### config.mk
export PLATFORM = sky130hd
export DESIGN_NAME = pbch_demapper
export DESIGN_NICKNAME = d
export VERILOG_FILES = /design/src/rtl/pbch_demapper.sv
export SDC_FILE = /design/constraint.sdc
export NUM_CORES = 1
export LEC_CHECK = 0
export BUFFER_PORTS_ARGS = -buffer_cell sky130_fd_sc_hd__clkbuf_2
export CAP_MARGIN = 20
export CORE_MARGIN = 5
export CORE_UTILIZATION = 49
export DETAILED_ROUTE_END_ITERATION = 16
export PLACE_DENSITY = 0.78
export SLEW_MARGIN = 25
export SYNTH_ARGS = -nofsm -noshare
export SYNTH_HDL_FRONTEND = slang
export SYNTH_SLANG_ARGS = --single-unit
### constraint.sdc
create_clock -name clk_i -period 1.99 [get_ports clk_i]
set_input_delay 0.199 -clock clk_i [delete_from_list [all_inputs] [get_ports clk_i]]
set_output_delay 0.199 -clock clk_i [all_outputs]
set_load 0.02 [all_outputs]
### src/rtl/pbch_demapper.sv
// PBCH QPSK demapper: strips guard, DMRS and SSS REs from three equalized
// PBCH symbols and emits 432 soft LLR pairs per SSB with tlast on the last.
module pbch_demapper #(
  parameter int IN_DW  = 32,
  parameter int LLR_DW = 8
) (
  input  logic                  clk_i,
  input  logic                  reset_ni,
  input  logic [IN_DW-1:0]      s_axis_in_tdata,
  input  logic                  s_axis_in_tvalid,
  input  logic [9:0]            N_id_i,
  input  logic                  N_id_valid_i,
  input  logic                  PBCH_start_i,
  output logic [2*LLR_DW-1:0]   m_axis_out_tdata,
  output logic                  m_axis_out_tvalid,
  output logic                  m_axis_out_tlast
);

  localparam int HALF  = IN_DW / 2;
  localparam int SHIFT = HALF - LLR_DW;

  typedef enum logic [1:0] {IDLE, SYM0, SYM1, SYM2} state_t;

  state_t              state_reg, state_next;
  logic [9:0]          n_id_reg;
  logic [1:0]          v_reg;
  logic [7:0]          k_reg;
  logic [8:0]          cnt_reg;
  logic [2*LLR_DW-1:0] tdata_reg;
  logic                tvalid_reg;
  logic                tlast_reg;

  logic                start_accept;
  logic                sym_end;
  logic [7:0]          s_idx;
  logic                in_band;
  logic                dmrs;
  logic                pbch_region;
  logic                data_re;
  logic signed [HALF-1:0] re_s, im_s, re_sh, im_sh;

  always_ff @(posedge clk_i) begin
    if (!reset_ni) state_reg <= IDLE;
    else           state_reg <= state_next;
  end

  always_comb begin
    state_next   = state_reg;
    start_accept = 1'b0;
    sym_end      = (state_reg != IDLE) && s_axis_in_tvalid && (k_reg == 8'd255);
    case (state_reg)
      IDLE: if (PBCH_start_i) begin
        start_accept = 1'b1;
        state_next   = SYM0;
      end
      SYM0: if (sym_end) state_next = SYM1;
      SYM1: if (sym_end) state_next = SYM2;
      SYM2: if (sym_end) state_next = IDLE;
      default: state_next = IDLE;
    endcase
  end

  // s = k - 8; SYM1 keeps only s <= 47 or s >= 192 (k <= 55 or k >= 200)
  always_comb begin
    s_idx       = k_reg - 8'd8;
    in_band     = (k_reg >= 8'd8) && (k_reg <= 8'd247);
    dmrs        = (s_idx[1:0] == v_reg);
    pbch_region = (state_reg == SYM1) ? ((k_reg <= 8'd55) || (k_reg >= 8'd200)) : 1'b1;
    data_re     = s_axis_in_tvalid && (state_reg != IDLE) && in_band && !dmrs && pbch_region;
  end

  always_comb begin
    re_s  = s_axis_in_tdata[HALF-1:0];
    im_s  = s_axis_in_tdata[IN_DW-1:HALF];
    re_sh = re_s >>> SHIFT;
    im_sh = im_s >>> SHIFT;
  end

  logic unused_bits;
  assign unused_bits = ^{re_sh[HALF-1:LLR_DW], im_sh[HALF-1:LLR_DW], n_id_reg[9:2], s_idx[7:2]};

  always_ff @(posedge clk_i) begin
    if (!reset_ni) begin
      n_id_reg   <= '0;
      v_reg      <= '0;
      k_reg      <= '0;
      cnt_reg    <= '0;
      tdata_reg  <= '0;
      tvalid_reg <= 1'b0;
      tlast_reg  <= 1'b0;
    end else begin
      if (N_id_valid_i) n_id_reg <= N_id_i;
      if (start_accept) begin
        v_reg   <= n_id_reg[1:0];
        k_reg   <= '0;
        cnt_reg <= '0;
      end else if ((state_reg != IDLE) && s_axis_in_tvalid) begin
        // 8-bit wrap from 255 to 0 doubles as the symbol-boundary reset
        k_reg <= k_reg + 8'd1;
      end
      tvalid_reg <= data_re;
      tlast_reg  <= data_re && (cnt_reg == 9'd431);
      if (data_re) begin
        tdata_reg <= {im_sh[LLR_DW-1:0], re_sh[LLR_DW-1:0]};
        cnt_reg   <= cnt_reg + 9'd1;
      end
    end
  end

  assign m_axis_out_tdata  = tdata_reg;
  assign m_axis_out_tvalid = tvalid_reg;
  assign m_axis_out_tlast  = tlast_reg;

endmodule
# == Word-level counts from Yosys, hierarchy flattened ==
# Index checks and enable logic that the tools add are counted.
# word_totals
ff_bits,41
inputBits,47
wordCells,50
# classes
n_addsub,3
order_cmp,4
n_eq_ne,10
n_mux,10
bitwise_logic,1
reduce_logical,14
# op_table
op,n
$mux 9,2
$add 9x1->9 const B,1
$eq 9x9->1 const B,1
$add 8x1->8 const B,1
$eq 8x8->1 const B,1
$ge 8x4->1 const B,1
$ge 8x8->1 const B,1
$le 8x6->1 const B,1
$le 8x8->1 const B,1
$mux 2,4
$ne 2x2->1 const B,4
$pmux 2 s4,1
$logic_and 1x1->1,7
$eq 2x2->1 const B,2
$reduce_and 4->1,1
$reduce_bool 2->1,2
$mux 1,3
$eq 2x1->1 const B,1
$eq 2x2->1,1
$logic_not 2->1,1
$reduce_or 2->1,1
$sub 2x1->2 const B,1
$logic_not 1->1,1
$logic_or 1x1->1,1
$not 1->1,1

# == Longest topological paths before layout ==
# logic_depth
ltp_word,6
ltp_mapped,9
depth_no_buf,6

# == Worst setup path after synthesis ==
# No wires, ideal clock.
# synth_path
kind,reg-to-reg
start,register state_reg[0]
end,register cnt_reg[4]
setup_ns,0.091
arrival_time_ns,1.736
slack_ns,0.163
stages_incl_launch_ff,7
path_buffers,0
cell_sequence,dfxtp_1 -> inv_1 -> ha_1 -> o21bai_2 -> a22o_2 -> or3_1 -> a311oi_1
# synth_between
elab_chain_len,6
elab_cells_between_ends,11
cone_classes,eq/ne: 1; mux: 3; reduce/logical: 7
# synth_lines
element,line_no,text
start: declaration,24,"state_t state_reg, state_next;"
start signal: assignment,44,else state_reg <= state_next;
$reduce_bool 2->1,69,data_re = s_axis_in_tvalid && (state_reg != IDLE) && in_band && !dmrs && pbch_region;
$logic_and 1x1->1 (4 in series),69,
$mux 9 / $reduce_bool 2->1 (equally long branches),n/a,
end signal: assignment,105,cnt_reg <= cnt_reg + 9'd1;
end: declaration,28,logic [8:0] cnt_reg;
# Parallel ways exist; a longest one is shown, timed or not.
# A chain may end at the register's enable or synchronous reset.

# == Worst setup path in the final report ==
# Ends and elaborated chain as after synthesis.

==> qor.csv <==
stage;metric;value;unit
critical_path;cpMaxStageDelayCell;or3_1;
timing;final_hold_viol_count;0;
power;p_leak;0.000919;uW
layout;layout_commonest_cell;clkbuf_2;
timing;tns;0;ns
synthesis;synth_area_per_cell;8.65;um^2
synthesis;synthDistinctLibCells;39;
critical_path;crit_type;flop to flop;
floorplan;rows;22;
global_route;track_usage;17.0;%
timing;setup_violations;0;
clock_network;clk-insertion-delay-late;0.30;ns
detailed_routing;avgViaCountPerCell;5.56;
synthesis;synth_flop_cell;dfxtp_1;
floorplan;die_w;72.5;um
detailed_routing;drt_pass1_iterations;4;
layout;insertedDiodeCount;0;
outcome;status;finished clean;
clock_network;ctsHoldBuffers;0;
floorplan;ios;65;
detailed_routing;routedWlPerCell;14.0;um
layout;final_nets;317;
layout;largest_reg_flops;16;
clock_network;root_buffer;clkbuf_8;
job;maxCapViolations;0;
critical_path;critPathTopFamily;compound AO/OA/AOI/OAI gates;
timing;skew;0.00369;ns
timing;rsz0062_at_grt;no;
worst_hold_path;hp-class;input port to flop;
layout;layout_common_cells;clkbuf_2 (40), dfxtp_1 (39), nand3_1 (26);
critical_path;cp_cell_sequence;inv_1, ha_1, o21bai_2, a22o_2, or3_1, a311oi_1;
place;port_buffers;40;
clock_network;cts_tree;built;
detailed_routing;drt_wl_total;4.38;mm
critical_path;crit_fanout;6;
critical_path;startpoint_type;flop;
layout;fillers;327;
layout;drive_above_1_share;24.6;%
critical_path;max_stage_delay;0.38;ns
synthesis;ys_seq_elements;41;
synthesis;synth.yosys.seq_area_share;42.9;%
critical_path;cp_num_buf_inv;1;
global_route;grt_pass1_wl;7.01;mm
detailed_routing;vias;1734;
floorplan;fp.dieH;72.5;um
detailed_routing;drc;0;
place;place_congestion;0.773;
clock_network;path_clk_slew;0.08;ns
synthesis;synth_fp_nets;275;
timing;maxSlewViolCount;0;
synthesis;async_reset_ff_share;0;%
timing;worst_pin_slew;0.470;ns
floorplan;core_area;0.00372;mm^2
layout;final_area;0.00231;mm^2
place;dpl_cell_area;0.00219;mm^2
synthesis;syn_area;0.00191;mm^2
clock_network;cts.path.max_buffers;2;
layout;multi_input_area;0.00100;mm^2
detailed_routing;drtIter0Drc;151;
global_route;grt_antenna_before_repair;0;
synthesis;synth-edff-count;0;
power;ir_worst_vdd;0.663;mV
global_route;grt_max_degree;29;
layout;regArea;823;um^2
layout;syn2layout_area_growth;20.7;%
clock_network;cts_resized;0;
place;place_hpwl;3.09;mm
clock_network;post_cts_buffers;0;
critical_path;endpoint_kind;flop;
synthesis;synth_cells;221;
critical_path;cp.required;2.20;ns
detailed_routing;ant_nets;0;
global_route;globalRouteOverflowTotal;0;
timing;whs;0.125;ns
timing;clock.fmax;535;MHz
floorplan;die-area;0.00525;mm^2
clock_network;numCtsBuffers;5;
power;powerDensity;867;mW/mm^2
synthesis;yosysWarnings;0;
floorplan;start_util;51.4;%
global_route;grt_pass1_vias;1493;
timing;fin_crit_sh;93.9;%
timing;max_slew_margin;68.6;%
timing;fin_crit;1.87;ns
clock_network;clkSinkCount;41;
critical_path;crit_arrival;2.08;ns
clock_network;htreeDepth;2;
==> cell usage after synthesis, types with 2 or more instances <==
master	n	share of area, %
and2_1	2	0.65
and4b_1	2	1.0
nand3_1	26	6.8
nand2b_1	2	0.65
inv_1	5	0.98
dfxtp_1	41	43
a31oi_1	4	1.3
xor2_1	9	4.1
nor2_1	13	2.6
or4_1	2	0.79
o211ai_1	4	1.6
mux2i_1	5	2.6
nand4_1	5	1.6
nand4b_1	3	1.4
a21oi_1	22	5.8
and3_1	4	1.3
clkbuf_1	3	0.59
buf_2	6	1.6
buf_1	4	0.79
a311oi_1	2	0.92
nand2_1	13	2.6
ha_1	7	4.6
nor3_1	5	1.3
o21ai_0	17	4.5
==> cells by family (layout without fill, tap and decap cells) <==
logic type               after synthesis  in the layout  share of synthesized area, %
AND/OR/NAND/NOR                       79             79                          21.5
flip-flops                            41             41                          42.9
adder cells (fa/ha/maj)                7              7                          4.58
XOR/XNOR                              10             10                          4.58
AO/OA/AOI/OAI                         59             59                          19.3
buffers and inverters                 20             63                          4.52
multiplexers                           5              5                          2.62
==> tightest hold or removal path, stage by stage <==
cell and delay [ns]:
clkbuf_2 0.08, nand3_1 0.05, a21oi_1 0.05
==> final cells by class <==
type	count	share of cell area, %
clock buffers	7	3.74
clock inverters	1	1.30
inverters	6	0.976
multi-input cells	160	43.5
flip-flops and latches	41	35.7
well taps	48	2.60
repair buffers	49	12.1
==> worst paths after layout <==
| kind | end | cells after the start | slack (ns) | startpoint |
|---|---|---|---|---|
| max | cnt_reg[4] | 6 | 0.12 | state_reg[0] |
| min reg2reg | v_reg[1] | 2 | 0.47 | n_id_reg[1] |
| max reg2reg | cnt_reg[4] | 6 | 0.12 | state_reg[0] |
| min | m_axis_out_tdata[2] | 3 | 0.12 | s_axis_in_tdata[10] |
==> per-layer routing <==
layer | track usage, % | routed length [um] | vias to the layer above
li1 | - | - | 883
met1 | 22.9 | 1930 | 805
met2 | 25.6 | 2120 | 39
met3 | 5.26 | 266 | 7
met4 | 6.35 | 71 | 0
met5 | 0 | 0 | -
==> through the flow <==
| step | instances | power, uW | worst slack, ns | utilization, % |
|---|---|---|---|---|
| final | 312 | 2000 | 0.122 | 62.1 |
| after global routing | 312 | 2100 | 0.0155 | 62.1 |
| after CTS | 312 | 2000 | 0.0649 | 62.0 |
| after detailed placement | 304 | 1310 | 0.111 | 58.9 |
| after global placement | 304 | 1290 | 0.130 | 58.9 |
| after floorplan | 221 | 1170 | 0.163 | - |
==> power breakdown <==
| group | switching, uW | internal, uW | leakage (uW) |
|---|---|---|---|
| combinational | 246 | 167 | 0.000529 |
| clock | 293 | 409 | 0.0000585 |
| sequential | 31.4 | 853 | 0.000332 |
| total | 571 | 1430 | 0.000919 |
Power figures use the tool's default switching activity.
